### src/rtl/key_pkg.sv
// Shared types and defaults for the key/button conditioning path.
package key_pkg;

  typedef enum logic [1:0] {
    ST_LOW       = 2'd0,
    ST_RISE_WAIT = 2'd1,
    ST_HIGH      = 2'd2,
    ST_FALL_WAIT = 2'd3
  } db_state_e;

  // 5 ms at 100 MHz
  localparam int unsigned DEFAULT_DEBOUNCE_CYCLES = 500000;

endpackage

### src/rtl/sync_2ff.sv
// Two-flop synchroniser for asynchronous level inputs (buttons, switches).
module sync_2ff #(
  parameter int unsigned WIDTH = 1
) (
  input  logic             clk,
  input  logic             rst,
  input  logic [WIDTH-1:0] d,
  output logic [WIDTH-1:0] q
);

  logic [WIDTH-1:0] meta;

  always_ff @(posedge clk) begin
    if (rst) begin
      meta <= '0;
      q    <= '0;
    end else begin
      meta <= d;
      q    <= meta;
    end
  end

endmodule

### src/rtl/key_debounce.sv
// Synchronises a bouncing button and accepts a level change only after it has been
// stable for the full debounce window; emits a strobe on each accepted press.
module key_debounce
  import key_pkg::*;
#(
  parameter int unsigned DEBOUNCE_CYCLES = DEFAULT_DEBOUNCE_CYCLES
) (
  input  logic clk,
  input  logic rst,
  input  logic btn_raw,
  output logic press,
  output logic press_pulse
);

  localparam int unsigned CNT_W = $clog2(DEBOUNCE_CYCLES);
  localparam logic [CNT_W-1:0] CNT_LAST = CNT_W'(DEBOUNCE_CYCLES - 1);
  localparam logic [CNT_W-1:0] CNT_ONE  = CNT_W'(1);

  if (DEBOUNCE_CYCLES < 2) begin : g_bad_param
    $error("key_debounce: DEBOUNCE_CYCLES must be at least 2");
  end

  logic      sync2;
  db_state_e state;
  logic [CNT_W-1:0] cnt;

  sync_2ff #(
    .WIDTH(1)
  ) u_sync (
    .clk(clk),
    .rst(rst),
    .d  (btn_raw),
    .q  (sync2)
  );

  // press tracks {ST_HIGH, ST_FALL_WAIT}; it is updated alongside each state transition
  // so the output stays registered.
  always_ff @(posedge clk) begin
    if (rst) begin
      state       <= ST_LOW;
      cnt         <= '0;
      press       <= 1'b0;
      press_pulse <= 1'b0;
    end else begin
      press_pulse <= 1'b0;
      unique case (state)
        ST_LOW: begin
          if (sync2) begin
            state <= ST_RISE_WAIT;
            cnt   <= '0;
          end
        end
        ST_RISE_WAIT: begin
          if (!sync2) begin
            state <= ST_LOW;
            cnt   <= '0;
          end else if (cnt == CNT_LAST) begin
            state       <= ST_HIGH;
            cnt         <= '0;
            press       <= 1'b1;
            press_pulse <= 1'b1;
          end else begin
            cnt <= cnt + CNT_ONE;
          end
        end
        ST_HIGH: begin
          if (!sync2) begin
            state <= ST_FALL_WAIT;
            cnt   <= '0;
          end
        end
        ST_FALL_WAIT: begin
          if (sync2) begin
            // Short release glitch: back to HIGH without a new strobe.
            state <= ST_HIGH;
            cnt   <= '0;
          end else if (cnt == CNT_LAST) begin
            state <= ST_LOW;
            cnt   <= '0;
            press <= 1'b0;
          end else begin
            cnt <= cnt + CNT_ONE;
          end
        end
        default: begin
          state <= ST_LOW;
          cnt   <= '0;
          press <= 1'b0;
        end
      endcase
    end
  end

endmodule

### config.mk
export PLATFORM = sky130hd
export DESIGN_NAME = key_debounce
export DESIGN_NICKNAME = d
export VERILOG_FILES = /design/src/rtl/key_pkg.sv /design/src/rtl/sync_2ff.sv /design/src/rtl/key_debounce.sv
export SDC_FILE = /design/constraint.sdc
export NUM_CORES = 1
export LEC_CHECK = 0
export CORE_ASPECT_RATIO = 0.6
export CORE_MARGIN = 3
export CORE_UTILIZATION = 30
export CTS_CLUSTER_DIAMETER = 80
export CTS_CLUSTER_SIZE = 25
export DETAILED_ROUTE_END_ITERATION = 10
export PLACE_DENSITY_LB_ADDON = 0.05
export SETUP_SLACK_MARGIN = 0.3
export SYNTH_ARGS = -nofsm -noshare
export SYNTH_HDL_FRONTEND = slang
export SYNTH_SLANG_ARGS = --single-unit
export TNS_END_PERCENT = 30
### constraint.sdc
create_clock -name clk -period 3.4 [get_ports clk]
set_input_delay 0.68 -clock clk [delete_from_list [all_inputs] [get_ports clk]]
set_output_delay 0.68 -clock clk [all_outputs]
set_load 0.005 [all_outputs]
# Yosys cells after proc, flatten, opt, wreduce, memory -nomap -nowiden
# Cells that the tools add are included.
# Widths: inputs -> output; s select.
# totals
reg_bits	25
latch_bits	0
ramBits	0
rom_bits	0
input_bits	3
output_inout_bits	2
word_cells	46
memories	0
# op_classes
add_sub_neg	1
mul	0
div	0
n_lt_le_gt_ge	0
eq_ne	12
shift	0
mux	19
n_bitwise	2
reduce_logical	6
# op_table
op	n
$mux 19	5
$pmux 19 s4	1
$add 19x1->19 const B	1
$eq 19x19->1 const B	1
$mux 2	6
$ne 2x2->1 const B	4
$pmux 2 s4	1
$mux 1	5
$reduce_and 5->1	1
$eq 2x2->1 const B	2
$ne 2x1->1 const B	2
$reduce_and 4->1	1
$ne 3x2->1 const B	1
$ne 3x3->1 const B	1
$reduce_or 3->1	1
$eq 2x1->1 const B	1
$logic_not 2->1	1
$not 1->1	2
$pmux 1 s2	1
$reduce_and 2->1	1
$reduce_bool 2->1	1

# Depth between registers and ports, before layout
# Gate-level depths: netlist of the first run.
# logic_depth
word_depth	4
depth_mapped	7
depth_no_buf	6

# By module
# A second synthesis of the first run with hierarchy kept.
# hier_totals
cells_unflattened	144
hier_area_um2	1246.2
# modules_own_cells
module	n_inst	cells_per_inst	area_per_inst_um2	seq_area_each_um2
key_debounce	1	140	1193.6	460.4
sync_2ff	1	4	52.6	40.0

# Worst setup path after synthesis of the first run
# No wires, ideal clock.
# synth_path
path_kind	reg2reg
startpoint	register cnt[5]
endpoint	register cnt[18]
setup_time_ns	0.132
arrival_ns	1.805
required_time_ns	3.268
setup_slack_ns	1.462
path_stages_with_launch	7
path_buffers	1
period_less_slack_ns	1.938
cell_sequence	dfxtp_1 -> or4_4 -> nor4_4 -> a211oi_2 -> buf_6 -> a41oi_2 -> a31oi_1
# synth_between
elab_chain_len	4
word_cells_on_any_way	6
cone_classes	add/sub (1); eq/ne (1); mux (4)
# synth_lines
item	line	source
from (decl)	key_debounce.sv:25	logic [CNT_W-1:0] cnt;
from (signal assigned)	key_debounce.sv:63	cnt <= cnt + CNT_ONE;
from (signal assigned)	key_debounce.sv:82	cnt <= cnt + CNT_ONE;
$add 19x1->19 / $eq 19x19->1 (equally long branches)	--	
$mux 19 (*)	key_debounce.sv:57, key_debounce.sv:77	
$mux 19, on equally long branches	key_debounce.sv:73, key_debounce.sv:54	
$pmux 19 s4 (*)	key_debounce.sv:46	unique case (state)
# Every way passes the cells marked *; elsewhere a longest branch is shown, timed or not.
# A chain may end at the register's enable or synchronous reset.

# Worst setup path in the final report of the first run
# layout_path
startpoint	register cnt[5]
endpoint	register cnt[3]
# layout_between
elab_chain_len	4
word_cells_on_any_way	5
cone_classes	eq/ne (1); mux (4)
# layout_lines
item	line
$eq 19x19->1 (*)	key_debounce.sv:57, key_debounce.sv:77
$mux 19 (*)	key_debounce.sv:57, key_debounce.sv:77
$mux 19, on equally long branches	key_debounce.sv:73, key_debounce.sv:54
$pmux 19 s4 (*)	key_debounce.sv:46
# Marks and branches as above.

==> impl_metrics.ini, run 1 <==
[critical_path]
path_cells = or4_4 > nor4_4 > a211oi_2 > buf_4 > a21o_1 > a22o_1
cp-start-kind = register
rrSetupSlack_ps = 1160
crit_arrival_ps = 2410
slowest_delay_ps = 560
cp.required_ps = 3560
worst-path-max-fanout = 25
r2r_end = cnt[3]$_SDFFE_PP0P_
ff2ff_path_depth = 6
crit_type = reg -> reg
slowest_stage = or4_4
path_buf_inv = 1
reg2reg_from = cnt[5]$_SDFFE_PP0P_
crit_family = simple AND/OR/NAND/NOR gates
worst_setup_path_end_kind = register

[timing]
slew_headroom = 0.500
fin_skew_ps = 3.37
rsz0062_at_grt = no
fin_ws_ps = 1160
fin_crit_sh = 0.660
max_freq_mhz = 446
fin_crit_ps = 2240
hold_viol = 0
setup_tns_ps = 0
worst_pin_slew_ps = 744
slew_violations = 0
setup_viol = 0

[detailed_routing]
drt_iter0_drc = 71
drc = 0
antenna_left = 0
vias = 1077
firstDrtPassIters = 4
wl_per_cell_um = 14.3
routed_via_density = 5.52
drt_wl_total_mm = 2.79

[worst_hold_path]
worstHoldEndpoint = u_sync.q$_SDFF_PP0_
min-delay-path-class = reg -> reg
hold-path-cell-count = 1
hp-start = u_sync.meta$_SDFF_PP0_

[yosys]
yosysWarningCount = 0
synthTopCellsByArea = dfxtp_1, a31oi_1, nand2_1, nand3_1, a21oi_1
synthesis.nets = 149
synth.distinct_cells = 41
synthFlopType = dfxtp_1
ys_seq_elements = 25
async_reset_ff_frac = 0
synth.top_cell.area_share = 0.404
syn_area_mm2 = 0.00124
ys_seq_area_frac = 0.404
synth_edf_count = 0
syn_inst = 145
synth_largest_area_cell = dfxtp_1
syn_area_per_cell_um2 = 8.54

[pwr]
internal-power_uw = 390
switchingPower_uw = 114
total_leakage_power_nw = 0.399
power_density_mw_per_mm2 = 373
power_frac_seq = 0.593
clock_power_share = 0.354
ir_worst_vdd_v = 0.000144
swShare = 0.226
pwr-share-comb = 0.054

[clock_tree]
cts_tree = built
cts_made_buffers = 3
cts_sinks = 25
clock_latency_ps = 270
h-tree-depth = 1
cts_resized = 0
post-cts-setup-buffers = 0
cts_hold_buf = 0
clk_transition_reported_paths_ps = 90
cts-root-buf = clkbuf_8
cts_buffer_depth = 2

[cells_and_area]
drive_above_1_share = 0.0743
finalNetCount = 153
final_area_mm2 = 0.00135
areaGrowthSynthToFinish_pct = 9.09
antennaDiodeCount = 0
fillers = 380
stdcell_count = 195

[place]
gp_congestion = 0.792
pre_cts_ws_ps = 949
portBuffers = 4
placed_cell_area_mm2 = 0.00131
dp_hpwl_mm = 2.03
post-place-cells = 191

[floorplanning]
io_pins = 5
die_y_um = 55.8
row_count = 17
die_x_um = 89.0
core_area_mm2 = 0.00381
die-area_mm2 = 0.00496
initial_core_util = 0.325

[global_route]
gr-usage-all-layers = 0.119
grt_overflow = 0
grt_start_max_net_pins = 26
grt_pass1_wl_mm = 4.64
grt_pass1_vias = 921
grt_antenna_before_repair = 0

[status]
status = completed

[flow_run]
maxCapViolCount = 0
## logic make-up after synthesis
logic type,share of synthesized area
compound gates,0.214
xor+xnor,0.0141
fa+ha+maj,0.0101
buf+inv,0.0404
flops,0.404
mux,0.0162
simple gates,0.301
## state kept, by name, indices dropped and copies added (netlist names), named ones only
signal / flops
cnt: 19
press: 1
state: 1
u_sync.q: 1
press_pulse: 1
u_sync.meta: 1
## routing by layer
layer,track usage,wire (um),up-vias,share of wire
met5,0,0,-,0
met4,0.0255,23,0,0.0083
met3,0.0355,82,2,0.029
met2,0.148,1020,15,0.37
met1,0.193,1660,503,0.60
li1,-,-,557,-
## per-stage QoR
step	hold slack [ps]	utilization	total power [mW]
2_1_floorplan	414	-	0.322
5_1_grt	484	0.355	0.524
3_3_place_gp	427	0.343	0.333
6_report	458	0.355	0.504
3_5_place_dp	445	0.343	0.333
4_1_cts	462	0.355	0.511
## cells in the final DEF, fill, tap and decap left out, types with 3 or more instances in the layout
| cell type | n |
|---|---|
| a41oi_1 | 3 |
| nor2_1 | 10 |
| dfxtp_1 | 25 |
| nand3_1 | 10 |
| clkbuf_8 | 3 |
| a31oi_1 | 13 |
| clkdlybuf4s50_1 | 4 |
| nor3_1 | 5 |
| o21ai_0 | 4 |
| nand2_1 | 16 |
| inv_1 | 3 |
| nor2b_1 | 3 |
| nand4_1 | 5 |
| a21oi_1 | 8 |
## worst max path at each step
stage | slack, ps | from | depth (start not counted) | endpoint
final | 1160 | cnt[5]$_SDFFE_PP0P_ | 6 | cnt[3]$_SDFFE_PP0P_
after global routing | 980 | cnt[0]$_SDFFE_PP0P_ | 6 | cnt[16]$_SDFFE_PP0P_
after floorplan | 1460 | cnt[5]$_SDFFE_PP0P_ | 6 | cnt[18]$_SDFFE_PP0P_
after detailed placement | 950 | rst | 5 | cnt[2]$_SDFFE_PP0P_
after global placement | 1010 | rst | 5 | cnt[2]$_SDFFE_PP0P_
after CTS | 1150 | cnt[0]$_SDFFE_PP0P_ | 6 | cnt[16]$_SDFFE_PP0P_
## cells in the mapped netlist (2+ instances only)
master	count
or4_1	2
a22o_1	2
a31oi_1	13
nor2_1	10
nand2_1	16
or2b_1	2
o21ai_1	2
xor2_1	2
nand3_1	10
inv_1	3
buf_6	2
o21ai_0	4
a21oi_1	8
clkbuf_1	2
a41oi_1	3
nor3_1	5
mux2i_1	2
dfxtp_1	25
nand2b_1	2
or3_1	2
nand4_1	5
nor2b_1	3
and3_1	2
## power groups by stage
stage | sequential (mW) | combinational [mW] | clock [mW]
floorplan | 0.305 | 0.0170 | 0
global placement | 0.306 | 0.0272 | 0
detailed placement | 0.306 | 0.0268 | 0
CTS | 0.299 | 0.0269 | 0.185
global route | 0.300 | 0.0301 | 0.194
finish | 0.299 | 0.0271 | 0.178
## worst reg2reg max path, cell delays in order, from the launching register on
cell and delay [ps]:
dfxtp_1 370, or4_4 560, nor4_4 490, a211oi_2 130, buf_4 240, a21o_1 190
a22o_1 170
## cell type report
type                    count  area [um^2]  share of cell area
multi-input cells         111          688               0.509
flip-flops and latches     25          500               0.370
clock buffers               4         45.0              0.0333
repair buffers              5         47.5              0.0352
well taps                  47         58.8              0.0435
inverters                   3         11.3             0.00833
Note: power is estimated with default switching activity, not from simulation.
==> inputs of run 2 (changes only) <==
Clock period 3.4 ns to 1.98 ns, I/O delays scaled along.
==> run 2 against run 1 <==
- non-clock buffer count rose by 21
- sequential power rose by 72%
- first-iteration DRC count fell by 32%
- largest power group unchanged
- combinational power rose by 99%
- routed wire length rose by 14%
- maximum frequency rose by 15%
==> impl_metrics.ini, run 2 (same netlist as run 1, synthesis figures left out) <==
[global_route]
gr-usage-all-layers = 0.138
grt_overflow = 0
grt_antenna_before_repair = 0
grt_pass1_vias = 1114
grt_start_max_net_pins = 26
grt_pass1_wl_mm = 5.37

[cells_and_area]
antennaDiodeCount = 0
fillers = 381
largest_reg_flops = 19
regMostFlops = cnt
layout_commonest_cell = dfxtp_1
areaGrowthSynthToFinish_pct = 25.4
stdcell_count = 216
final_cell_mix = dfxtp_1, buf_4, nand2_1
drive_above_1_share = 0.231
finalNetCount = 174

[pwr]
clock_power_share = 0.352
power_density_mw_per_mm2 = 565
internal-power_uw = 673
total_leakage_power_nw = 0.520
power_frac_seq = 0.586
swShare = 0.233
total_power_uw = 877
pwr-share-comb = 0.061
ir_worst_vdd_v = 0.000217
switchingPower_uw = 204

[timing]
rsz0062_at_grt = yes
slew_headroom = 0.564
setup_viol = 0
fin_crit_sh = 0.988
fin_crit_ps = 1960
fin_ws_ps = 23.0
holdWs_ps = 460
worst_pin_slew_ps = 649
fin_skew_ps = 3.25
slew_violations = 0
max_freq_mhz = 511
hold_viol = 0

[detailed_routing]
vias = 1179
drt_iter0_drc = 48
antenna_left = 0
firstDrtPassIters = 4
drc = 0
drt_wl_total_mm = 3.19
wl_per_cell_um = 14.8
routed_via_density = 5.46

[flow_run]
maxCapViolCount = 0

[clock_tree]
cts_made_buffers = 3
cts-root-buf = clkbuf_8
h-tree-depth = 1
clk_transition_reported_paths_ps = 90
cts_tree = built
clock_latency_ps = 270
cts_buffer_depth = 2
cts_sinks = 25
cts_hold_buf = 0

[place]
portBuffers = 4
gp_congestion = 0.739
dp_hpwl_mm = 2.40
pre_cts_ws_ps = 26.1
post-place-cells = 210

[critical_path]
worst-path-max-fanout = 25
cp.required_ps = 2160
crit_arrival_ps = 2130
cp-start-kind = register
crit_type = reg -> reg
worst_setup_path_end_kind = register

[floorplanning]
row_count = 17
die-area_mm2 = 0.00496
die_x_um = 89.0
die_y_um = 55.8
io_pins = 5
core_area_mm2 = 0.00381
initial_core_util = 0.325

[status]
status = completed

[worst_hold_path]
min-delay-path-class = reg -> reg
==> run 2: cell type report <==
class | count | area, um^2 | area share
clock inverter | 1 | 5.00 | 0.00322
sequential | 25 | 503 | 0.324
clock buffer | 3 | 41.3 | 0.0266
timing repair buffer | 26 | 221 | 0.143
multi-input combinational | 111 | 712 | 0.459
tap | 47 | 58.8 | 0.0379
inverter | 3 | 11.3 | 0.00725
==> run 2: through the flow <==
step	cell area, um^2	TNS [ps]	utilization
floorplan	1240	0	-
global route	1550	-119	0.408
CTS	1540	0	0.406
global placement	1460	-9.46	0.384
finish	1550	0	0.408
detailed placement	1460	0	0.384
==> run 2: worst paths after layout <==
check                                            start             endpoint  slack, ps  depth (start not counted)
worst max register to register    cnt[10]$_SDFFE_PP0P_  cnt[3]$_SDFFE_PP0P_         20                          6
worst min register to register  u_sync.meta$_SDFF_PP0_  u_sync.q$_SDFF_PP0_        460                          1
worst max-delay path              cnt[10]$_SDFFE_PP0P_  cnt[3]$_SDFFE_PP0P_         20                          6
worst min-delay path            u_sync.meta$_SDFF_PP0_  u_sync.q$_SDFF_PP0_        460                          1
==> run 2: metal layers <==
metal  global-route usage  part of all wire  up-vias
met4               0.0382            0.0085        0
met3               0.0399             0.042        2
met5                    0                 0        -
li1                     -                 -      596
met2                0.187              0.42       17
met1                0.210              0.53      564
==> run 2: power groups by stage <==
stage	registers (mW)	clock network, mW	logic [mW]
after floorplan	0.524	0	0.0291
after global placement	0.526	0	0.0521
after detailed placement	0.526	0	0.0521
after CTS	0.514	0.326	0.0540
after global routing	0.515	0.337	0.0593
final	0.514	0.309	0.0539
==> run 2: critical path, stage by stage, from the launching register on <==
cell and delay (ps):
dfxtp_2 330, or4_4 540, nor4_4 360, a211oi_2 140, buf_12 170, a21o_1 160, a22o_1 160
==> run 2: what timing repair did <==
item / in CTS / in global routing
hold endpoints to repair: 0 / 0
pin swaps: 1 / 6
setup endpoints to repair: 22 / 22
buffers inserted: 2 / 0
gates resized for setup: 5 / 2
gates cloned: 0 / 0
==> inputs of run 3 (changes only) <==
Settings changed: SKIP_CTS_REPAIR_TIMING set to 1.
==> run 3 against run 2 <==
- setup slack lost 22 ps
- clock skew is 0.67 ps lower
- cell count fell by 0.46%
- sequential power is essentially flat
- design area grew 0.48%
- global-route usage about the same
- largest cell class unchanged
- largest power group unchanged
==> impl_metrics.ini, run 3 (same netlist as run 1, synthesis figures left out) <==
[global_route]
grt_pass1_vias = 1118
busiest_layer = met1
grt_overflow = 0
use_met2 = 0.185
grt_pass1_wl_mm = 5.37
gr-usage-all-layers = 0.138
met3_usage = 0.0399
grt_antenna_before_repair = 0
use_met1 = 0.211
grt_start_max_net_pins = 26

[clock_tree]
cts-root-buf = clkbuf_8
cts_buffer_depth = 2
clk_transition_reported_paths_ps = 90
cts_sinks = 25
cts_tree = built
cts_made_buffers = 3
clock_latency_ps = 270
h-tree-depth = 1

[timing]
setup_viol = 0
worst_pin_slew_ps = 637
hold_viol = 0
fin_crit_sh = 0.999
holdWs_ps = 458
rsz0062_at_grt = yes
max_freq_mhz = 505
slew_violations = 0
fin_crit_ps = 1980
fin_skew_ps = 2.58
fin_ws_ps = 1.26
slew_headroom = 0.572

[cells_and_area]
regMostFlops = cnt
antennaDiodeCount = 0
fillers = 376
final_area_mm2 = 0.00156
finalCoreUtilization = 0.410
largest_reg_flops = 19
seqCellArea_um2 = 504
finalNetCount = 173
multi_input_area_um2 = 726
final_cell_mix = dfxtp_1, buf_4, nand2_1
layout_commonest_cell = dfxtp_1
drive_above_1_share = 0.250
areaGrowthSynthToFinish_pct = 26.0

[detailed_routing]
drc = 0
wl_per_cell_um = 14.6
drt_iter0_drc = 55
vias = 1179
routed_via_density = 5.48
drt_wl_total_mm = 3.15
antenna_left = 0
firstDrtPassIters = 4

[critical_path]
cp-start-kind = register
cp.required_ps = 2160
worst-path-max-fanout = 25
startpoint = cnt[6]$_SDFFE_PP0P_
r2r_end = cnt[3]$_SDFFE_PP0P_
rrSetupSlack_ps = 1
slowest_delay_ps = 540
slowest_stage = or4b_4
path_cells = or4b_4 > nor4_4 > a211oi_2 > buf_12 > a21o_1 > a22o_1
ff2ff_path_depth = 6
critPathCapture = cnt[3]$_SDFFE_PP0P_
crit_type = reg -> reg
crit_arrival_ps = 2160
reg2reg_from = cnt[6]$_SDFFE_PP0P_
worst_setup_path_end_kind = register

[floorplanning]
core_area_mm2 = 0.00381
die-area_mm2 = 0.00496
io_pins = 5
die_y_um = 55.8
row_count = 17
die_x_um = 89.0
initial_core_util = 0.325

[flow_run]
maxCapViolCount = 0

[pwr]
swShare = 0.235
total_power_uw = 880
total_leakage_power_nw = 0.515
switchingPower_uw = 207
clock_power_share = 0.354
internal-power_uw = 673
ir_worst_vdd_v = 0.000230
power_density_mw_per_mm2 = 564
power_frac_seq = 0.584
pwr-share-comb = 0.062

[place]
pre_cts_ws_ps = 26.1
dp_hpwl_mm = 2.40
gp_congestion = 0.739
placed_cell_area_mm2 = 0.00146
portBuffers = 4

[status]
status = completed

[worst_hold_path]
min-delay-path-class = reg -> reg
hp-start = u_sync.meta$_SDFF_PP0_
run 3: worst min path at each step:
stage / end / slack [ps] / depth (start not counted)
after floorplan: u_sync.q$_SDFF_PP0_ / 410 / 1
after global placement: u_sync.q$_SDFF_PP0_ / 420 / 1
after detailed placement: u_sync.q$_SDFF_PP0_ / 450 / 1
after CTS: u_sync.q$_SDFF_PP0_ / 460 / 1
after global routing: u_sync.q$_SDFF_PP0_ / 470 / 1
final: u_sync.q$_SDFF_PP0_ / 460 / 1
run 3: worst max-delay path, delay by kind of cell (launching register included):
| family | cells | cell delay, ps |
|---|---|---|
| AO/OA/AOI/OAI | 3 | 470 |
| flip-flops | 1 | 330 |
| AND/OR/NAND/NOR | 2 | 900 |
| buffers and inverters | 1 | 170 |
run 3: layer usage:
layer,vias to the layer above,part of all wire,wire (um)
met3,5,0.037,115
met5,-,0,0
met4,0,0.012,38
met1,566,0.54,1710
met2,14,0.41,1280
li1,594,-,-
run 3: area by class of cell:
class / instances / share of cell area
flip-flops and latches: 25 / 0.323
multi-input cells: 111 / 0.465
well taps: 47 / 0.0377
inverters: 3 / 0.00722
clock inverters: 1 / 0.00321
repair buffers: 25 / 0.137
clock buffers: 3 / 0.0265
run 3: metrics by stage:
| stage | std cells | setup TNS [ps] |
|---|---|---|
| after floorplan | 145 | 0 |
| after global placement | 210 | -9.46 |
| after detailed placement | 210 | 0 |
| after CTS | 214 | 0 |
| after global routing | 215 | -176 |
| final | 215 | 0 |
run 3: power groups by stage:
stage               Combinational (mW)  Clock [mW]  Sequential, mW
floorplan                       0.0291           0           0.524
finish                          0.0542       0.311           0.514
global route                    0.0595       0.337           0.515
detailed placement              0.0521           0           0.526
global placement                0.0521           0           0.526
CTS                             0.0526       0.326           0.514
